===== config.mk =====
export PLATFORM = sky130hd
export DESIGN_NAME = sb_cfg_loader
export DESIGN_NICKNAME = d
export VERILOG_FILES = /design/src/rtl/sb_cfg_loader.sv
export SDC_FILE = /design/constraint.sdc
export NUM_CORES = 1
export LEC_CHECK = 0
export ABC_AREA = 1
export BUFFER_PORTS_ARGS = -buffer_cell sky130_fd_sc_hd__buf_4
export CAP_MARGIN = 20
export CORE_ASPECT_RATIO = 1.4
export CORE_MARGIN = 8
export CORE_UTILIZATION = 30
export CTS_BUF_LIST = sky130_fd_sc_hd__clkbuf_4
export DETAILED_ROUTE_END_ITERATION = 6
export PLACE_DENSITY = 0.57
export SYNTH_ARGS = -nofsm -noshare
export SYNTH_HDL_FRONTEND = slang
export SYNTH_SLANG_ARGS = --single-unit

===== constraint.sdc =====
create_clock -name clk -period 4.2 [get_ports clk]
set_input_delay 0 -clock clk [delete_from_list [all_inputs] [get_ports clk]]
set_output_delay 0 -clock clk [all_outputs]
set_load 0.05 [all_outputs]

===== src/rtl/sb_cfg_loader.sv =====
// sb_cfg_loader: serial configuration loader for a row of switch-box tiles.
// Hunts for SYNC_WORD (MSB first), shifts in NUM_SB*16 select bits LSB first,
// then checks one even-parity bit. The whole select bus is updated in one
// cycle only when the frame checks good.
// Optional build macro SB_SEL_LEGAL_CHECK_EN: also rejects frames that carry
// the unused 2'b11 code in any 2-bit select field.
module sb_cfg_loader #(
  parameter int         NUM_SB    = 1,
  parameter logic [7:0] SYNC_WORD = 8'hA5
) (
  input  logic                   clk,
  input  logic                   rst_n,
  input  logic                   cfg_bit,
  input  logic                   cfg_valid,
  output logic                   cfg_ready,
  input  logic                   cfg_abort,
  output logic [NUM_SB*16-1:0]   sel_out,
  output logic                   cfg_done,
  output logic                   cfg_err,
  output logic                   busy
);

  localparam int PAY_W = NUM_SB * 16;
  localparam int CNT_W = $clog2(PAY_W + 1);
  localparam logic [CNT_W-1:0] CNT_LAST = CNT_W'(PAY_W - 1);

  typedef enum logic [2:0] {
    ST_HUNT   = 3'd0,
    ST_LOAD   = 3'd1,
    ST_PARITY = 3'd2,
    ST_COMMIT = 3'd3,
    ST_ERR    = 3'd4
  } state_e;

  // True when the ones count over payload plus parity bit is even.
  function automatic logic parity_even_ok(input logic [PAY_W-1:0] payload,
                                          input logic             par_bit);
    return ~(^payload ^ par_bit);
  endfunction

`ifdef SB_SEL_LEGAL_CHECK_EN
  // True when no 2-bit select field carries the unused code 2'b11.
  function automatic logic sel_fields_legal(input logic [PAY_W-1:0] payload);
    logic ok;
    ok = 1'b1;
    for (int i = 0; i < PAY_W / 2; i++) begin
      if (payload[2*i +: 2] == 2'b11) begin
        ok = 1'b0;
      end
    end
    return ok;
  endfunction
`endif

  state_e             state_q;
  logic [7:0]         sync_q;
  logic [PAY_W-1:0]   shadow_q;
  logic [CNT_W-1:0]   cnt_q;
  logic [PAY_W-1:0]   sel_q;
  logic               done_q;
  logic               err_q;
  logic               busy_q;

  logic [7:0]         sync_d;
  logic [PAY_W-1:0]   shadow_d;
  logic               ready_s;
  logic               accept_s;
  logic               legal_s;
  logic               frame_ok_s;

  assign sync_d = {sync_q[6:0], cfg_bit};

`ifdef SB_SEL_LEGAL_CHECK_EN
  assign legal_s = sel_fields_legal(shadow_q);
`else
  assign legal_s = 1'b1;
`endif

  assign frame_ok_s = parity_even_ok(shadow_q, cfg_bit) && legal_s;

  // Shadow image with the incoming bit written at the current counter slot.
  always_comb begin
    shadow_d = shadow_q;
    for (int i = 0; i < PAY_W; i++) begin
      if (cnt_q == CNT_W'(i)) begin
        shadow_d[i] = cfg_bit;
      end else begin
        shadow_d[i] = shadow_q[i];
      end
    end
  end

  // Ready in the bit-accepting states, always withdrawn while abort is high.
  always_comb begin
    ready_s = 1'b0;
    if (cfg_abort) begin
      ready_s = 1'b0;
    end else begin
      case (state_q)
        ST_HUNT, ST_LOAD, ST_PARITY: ready_s = 1'b1;
        default:                     ready_s = 1'b0;
      endcase
    end
  end

  assign accept_s  = cfg_valid && ready_s;
  assign cfg_ready = ready_s;
  assign sel_out   = sel_q;
  assign cfg_done  = done_q;
  assign cfg_err   = err_q;
  assign busy      = busy_q;

  // Frame FSM with registered select bus and status pulses.
  always_ff @(posedge clk or negedge rst_n) begin
    if (!rst_n) begin
      state_q  <= ST_HUNT;
      sync_q   <= 8'h00;
      shadow_q <= '0;
      cnt_q    <= '0;
      sel_q    <= '0;
      done_q   <= 1'b0;
      err_q    <= 1'b0;
      busy_q   <= 1'b0;
    end else begin
      done_q <= 1'b0;
      err_q  <= 1'b0;
      if (cfg_abort) begin
        // A commit already loaded sel_q on entry to COMMIT, so it survives.
        state_q  <= ST_HUNT;
        sync_q   <= 8'h00;
        shadow_q <= '0;
        cnt_q    <= '0;
        busy_q   <= 1'b0;
      end else begin
        case (state_q)
          ST_HUNT: begin
            if (accept_s) begin
              if (sync_d == SYNC_WORD) begin
                state_q <= ST_LOAD;
                sync_q  <= 8'h00;
                busy_q  <= 1'b1;
              end else begin
                sync_q <= sync_d;
              end
            end
          end
          ST_LOAD: begin
            if (accept_s) begin
              shadow_q <= shadow_d;
              cnt_q    <= cnt_q + CNT_W'(1);
              if (cnt_q == CNT_LAST) begin
                state_q <= ST_PARITY;
              end
            end
          end
          ST_PARITY: begin
            if (accept_s) begin
              if (frame_ok_s) begin
                sel_q   <= shadow_q;
                done_q  <= 1'b1;
                state_q <= ST_COMMIT;
              end else begin
                err_q   <= 1'b1;
                state_q <= ST_ERR;
              end
            end
          end
          ST_COMMIT, ST_ERR: begin
            state_q  <= ST_HUNT;
            shadow_q <= '0;
            cnt_q    <= '0;
            busy_q   <= 1'b0;
          end
          default: begin
            state_q  <= ST_HUNT;
            sync_q   <= 8'h00;
            shadow_q <= '0;
            cnt_q    <= '0;
            busy_q   <= 1'b0;
          end
        endcase
      end
    end
  end

endmodule


# After elaboration in Yosys (flattened, before gate mapping)
# Index checks and enable logic that the tools add are counted.
dict set report word_totals {
  output_inout_bits 20
  ram_bits 0
  latchBits 0
  elab_cells 147
  mem_bits_ro 0
  n_memories 0
  regBits 50
  inputBits 5
}
dict set report op_classes {
  multipliers 0
  eq_ne 43
  n_shift 0
  div 0
  addsub 1
  n_reduce_logical 29
  n_lt_le_gt_ge 0
  n_mux 48
  bitwise_logic 3
}
# operator n
set ops {}
lappend ops {{$ne A3 B3 Y1 const B} 20}
lappend ops {{$reduce_and A3 Y1} 17}
lappend ops {{$eq A5 B4 Y1 const B} 8}
lappend ops {{$mux W16} 2}
lappend ops {{$pmux W16 S2} 1}
lappend ops {{$mux W1} 29}
lappend ops {{$mux W3} 7}
lappend ops {{$mux W7} 3}
lappend ops {{$eq A5 B3 Y1 const B} 4}
lappend ops {{$reduce_xor A16 Y1} 1}
lappend ops {{$pmux W7 S2} 1}
lappend ops {{$eq A5 B2 Y1 const B} 2}
lappend ops {{$mux W5} 2}
lappend ops {{$pmux W5 S2} 1}
lappend ops {{$pmux W3 S3} 1}
lappend ops {{$eq A8 B8 Y1 const B} 1}
lappend ops {{$eq A3 B2 Y1 const B} 2}
lappend ops {{$ne A2 B1 Y1 const B} 3}
lappend ops {{$add A5 B1 Y5 const B} 1}
lappend ops {{$eq A5 B1 Y1 const B} 1}
lappend ops {{$logic_not A5 Y1} 1}
lappend ops {{$reduce_and A5 Y1} 1}
lappend ops {{$reduce_and A2 Y1} 2}
lappend ops {{$reduce_and A4 Y1} 1}
lappend ops {{other kinds (10)} 12}

# Longest topological paths before layout
dict set report depth {
  ltp_word 8
  mapped_depth 14
  mapped_depth_nobuf 14
}

# Worst setup path after synthesis
# Ideal clock, no wire load.
dict set report synth_path {
  path_type {flip-flop to flip-flop}
  from {register state_q[0]}
  to {register sel_q[12] (netlist: sel_out[12])}
  synth_period_minus_slack_ns 1.666
  path_stages_with_launch 14
  setup_time_ns 0.120
  path_buffers 1
  required_ns 4.080
  setup_slack_ns 2.534
  arrival_time_ns 1.547
  cell_sequence {dfrtp_1 > nor2_2 > nand2_1 > inv_1 > nand2_1 > nand2_4 > nand2_4 > inv_1 > nand2_2 > inv_1 > nand2_4 > buf_6 > nand2_1 > o21ai_2}
}
dict set report synth_between {
  elab_chain_len 6
  word_cells_on_any_way 8
  classes_between {2 x eq/ne; 2 x mux; 4 x reduce/logical}
}
# element line
set synth_rtl {}
lappend synth_rtl {{start, declared} 55} ;# state_e state_q;
lappend synth_rtl {{start signal, assigned} 116} ;# state_q <= ST_HUNT;
lappend synth_rtl {{start signal, assigned} 129} ;# state_q <= ST_HUNT;
lappend synth_rtl {{start signal, assigned} 139} ;# state_q <= ST_LOAD;
lappend synth_rtl {{$eq A3 B1 Y1 (tied with other cells)} 99} ;# case (state_q)
lappend synth_rtl {{$reduce_or A3 Y1 *} 99}
lappend synth_rtl {{$mux W1 *} 99}
lappend synth_rtl {{$mux W1 *} 96} ;# if (cfg_abort) begin
lappend synth_rtl {{named net cfg_ready} 15} ;# output logic cfg_ready,
lappend synth_rtl {{$logic_and A1 B1 Y1 *} 106} ;# assign accept_s = cfg_valid && ready_s;
lappend synth_rtl {{$reduce_and A4 Y1 (no line) *} --}
lappend synth_rtl {{end signal, assigned} 159} ;# sel_q <= shadow_q;
lappend synth_rtl {{end, declared} 59} ;# logic [PAY_W-1:0] sel_q;
# The timed path passes the listed nets; every way through them passes the cells marked *.
# A chain may end at the register's enable or synchronous reset.

# Worst setup path in the final report
dict set report layout_path {
  from {register state_q[0]}
  to {register shadow_q[15]}
}
dict set report layout_between {
  elab_chain_len 7
  word_cells_on_any_way 14
  classes_between {5 x eq/ne; 4 x mux; 5 x reduce/logical}
}
# element line
set layout_rtl {}
lappend layout_rtl {{$eq A3 B1 Y1 (tied with other cells)} {99, 135}}
lappend layout_rtl {{$reduce_or A3 Y1} 99}
lappend layout_rtl {{$mux W1} 99}
lappend layout_rtl {{$mux W1} 96}
lappend layout_rtl {{$logic_and A1 B1 Y1} 106}
lappend layout_rtl {{$ne A3 B3 Y1 (no line)} --}
lappend layout_rtl {{$reduce_and A3 Y1 (no line)} --}
lappend layout_rtl {{end signal, assigned} 149} ;# shadow_q <= shadow_d;
lappend layout_rtl {{end, declared} 57} ;# logic [PAY_W-1:0] shadow_q;
# Several ways; a longest one is shown, not always the timed one.

==> flow_summary.rst <==
.. list-table::
   :header-rows: 1

   * - Metric
     - Value
   * - Fin. max-slew vios
     - 0
   * - Total number of vias
     - around 2300
   * - Post-Place Setup Slack
     - around 2.3 ns
   * - Routed Wire Length
     - 5.78 mm
   * - Number of distinct library cells after synthesis
     - 28
   * - Maximum number of pins on one net before global-route repair
     - 51
   * - Share of layout cells above drive strength 1
     - about 14%
   * - Detailed-routing iteration count for the pre-antenna-repair pass
     - 4
   * - Result of the run
     - completed
   * - Maximum ir drop on the vdd rail
     - between 0.3 and 0.4 mV
   * - Standard-cell rows
     - 41
   * - Post-route antenna net violation count
     - 0
   * - Max Clock Freq
     - 0.537 GHz
   * - Total clock buffers created by CTS
     - 5
   * - Most frequent cells in the layout
     - sky130_fd_sc_hd__nand2_1, sky130_fd_sc_hd__dfrtp_1, sky130_fd_sc_hd__nor2_1
   * - Total routing resource utilization after global routing
     - 10.2%
   * - FF+latch count, synth
     - 50
   * - Met1 Resource Use GR
     - between 10% and 20%
   * - Minimum period implied by the final worst setup slack
     - ~1.9 ns
   * - Skew-Pair Late Insertion Delay
     - roughly 0.39 ns
   * - Kind of launch point of the worst setup path
     - flop
   * - Nets@finish
     - slightly below 400
   * - Final count of negative-setup-slack endpoints
     - 0
   * - Routability Congestion
     - around 0.8
   * - Most common library cell in the layout ignoring fill and taps
     - sky130_fd_sc_hd__nand2_1
   * - Slew headroom
     - 57.4%
   * - Average size of a mapped cell
     - 7.69 sq um
   * - Number of levels in the clock H-tree
     - 2
   * - Die Area
     - 12400 sq um
   * - Total of max-cap violations
     - 0
   * - Clock sink count
     - 50
   * - Post-CTS Repair Setup Buffers
     - 0
   * - HPWL after detailed placement
     - around 4.3 mm
   * - Data arrival, critical path
     - about 2.2 ns
   * - Actual slew at the worst max-slew pin
     - around 0.64 ns
   * - Class of the worst hold path
     - in2async
   * - Clock tree from TritonCTS
     - done
   * - Master cell of the clock root buffer
     - sky130_fd_sc_hd__clkbuf_4
   * - Post-detailed-route wirelength per cell
     - between 10 and 15 microns
   * - Post-synth EDFFs
     - 0
   * - Effective utilization at floorplan
     - 30.4%
   * - Met3 layer usage reported by global route
     - roughly 2.0%
   * - Remaining global-route overflow
     - 0
   * - Final standard cell utilization of the core
     - 35.1%
   * - Signed area change from the synthesized netlist to the final layout
     - 15.3%
   * - Met2 Track Usage GR
     - roughly 18%
   * - Post-detailed-route DRC marker count
     - 0
   * - Sequential-to-total area share from yosys stat
     - 46.1%
   * - Cells on worst reg2reg path
     - 11
   * - Crit Path Max Fanout
     - 21
   * - Leading register cell type out of synthesis
     - sky130_fd_sc_hd__dfrtp_1
   * - Die outline width
     - around 96 microns
   * - Reported leakage power
     - around 0.0016 uW
   * - Clk buf depth
     - 2
   * - Most used routing layer
     - met2
   * - Synthesized cell area
     - ~2700 sq um
   * - Cell area power density
     - 806 nW/um^2
   * - Slack of the critical path
     - 2.34 ns
   * - Iter 0 DRT Violations
     - between 150 and 200
   * - Wire length of the first global-routing pass
     - 9.97 mm
   * - Die Y-Extent
     - roughly 130 microns
   * - Crit Path Class
     - reg2reg
   * - Routed via count divided by cell count
     - 4.64
   * - Setup tns final
     - 0 ns
   * - Element type at the critical path end
     - flop
   * - Core ar.
     - approximately 9000 sq um
   * - Fraction of synthesis flops using an asynchronous set or reset pin
     - 100%
   * - PortBufs
     - 24
   * - Fin Clk Skew
     - around 0.010 ns
   * - Initial antenna violation count
     - 1
   * - Via count of the first global-routing pass
     - 2196
   * - Total count of hold-check failures in the final report
     - 0
   * - Unrepaired setup endpoints after global routing
     - false
   * - Register clock-pin slew on the reported worst setup and hold paths
     - about 0.15 ns
   * - Num ports
     - 25
   * - Net count after synthesis
     - around 360
   * - Count of mapped cells out of synthesis
     - 353
   * - Required arrival time at the worst endpoint
     - approximately 4.5 ns
   * - Final worst path period share
     - 44.3%
   * - Number of warnings issued by yosys
     - 0
[layout make-up]
class,count,area (sq um)
diodes,1,2.50
clock buffers,5,37.5
clock inverters,3,63.8
fillers,972,5800
inverters,37,139
multi-input cells,260,1270
flip-flops and latches,50,1250
well taps,107,134
repair buffers,29,230
[kinds of logic (layout without fill, tap and decap cells)]
group	count (synthesis)	in the layout	synth area share [%]
AND/OR/NAND/NOR	190	190	29.4
other	0	1	0
XOR/XNOR	8	8	2.58
AO/OA/AOI/OAI	57	57	12.5
buffers and inverters	43	74	7.10
flip-flops	50	50	46.1
adder cells (fa/ha/maj)	5	5	2.30
[timing repair]
action / CTS / global route
hold buffers: 5 / 0
gates resized for setup: 0 / 0
endpoints found under the hold margin: 56 / 0
[worst max-delay path, cell delays in order (launching register included)]
cell                      delay (ns)
sky130_fd_sc_hd__dfrtp_1        0.45
sky130_fd_sc_hd__nor2_2         0.15
sky130_fd_sc_hd__nand2_1        0.10
sky130_fd_sc_hd__inv_1          0.06
sky130_fd_sc_hd__nand2_1        0.09
sky130_fd_sc_hd__nand2_4        0.11
sky130_fd_sc_hd__nand2_4        0.06
sky130_fd_sc_hd__nand2_1        0.07
sky130_fd_sc_hd__nand2_2        0.22
sky130_fd_sc_hd__inv_1          0.25
sky130_fd_sc_hd__a21oi_1        0.09
sky130_fd_sc_hd__a31oi_1        0.13
[through the flow]
step	cell area [sq um]	hold slack [ns]	instances	power (uW)
floorplan	2720	-0.296	353	1860
detailed placement	2980	0.0816	478	2190
finish	3130	0.147	492	2520
CTS	3130	0.175	491	2550
global route	3130	0.205	492	2740
global placement	2980	0.0750	478	2170
[layer usage]
metal	vias up	part of all wire (%)	routed length [microns]
met5	-	0	0
met4	0	2.1	120
met3	8	3.3	190
met2	30	52	3010
met1	1066	43	2460
li1	1181	-	-
[sequential cells by signal, summed over array words and instances (netlist names)]
signal / cells
busy: 1
cfg_done: 1
cfg_err: 1
cnt_q: 5
sel_out: 16
shadow_q: 16
state_q: 3
sync_q: 7
[final timing paths]
kind	startpoint	to	slack [ns]
worst min-delay path	rst_n	state_q[0]$_DFFE_PN0P_	0.15
max in group asynchronous	rst_n	sel_out[7]$_DFFE_PN0P_	3.62
worst min register to register	sel_out[7]$_DFFE_PN0P_	sel_out[7]$_DFFE_PN0P_	0.50
min in group clk	sel_out[7]$_DFFE_PN0P_	sel_out[7]$_DFFE_PN0P_	0.50
worst max register to register	state_q[0]$_DFFE_PN0P_	shadow_q[15]$_DFFE_PN0P_	2.34
worst max-delay path	state_q[0]$_DFFE_PN0P_	shadow_q[15]$_DFFE_PN0P_	2.34
[synth_stat cells (all sizes together), types with 2 or more instances]
library cell / n / area (sq um)
nor2: 41 / 164
nand2: 124 / 500
o21ai: 17 / 115
buf: 5 / 50.0
nand3: 20 / 105
a21oi: 34 / 181
o31ai: 4 / 30.0
nor4: 2 / 12.5
xnor2: 4 / 35.0
dfrtp: 50 / 1250
inv: 37 / 139
ha: 5 / 62.6
xor2: 4 / 35.0
a31oi: 2 / 12.5
[power breakdown]
part	total [uW]	internal, uW	switching, uW
combinational	1380	438	943
sequential	791	646	145
clock	349	183	165
Note: power is estimated with default switching activity, not from simulation.
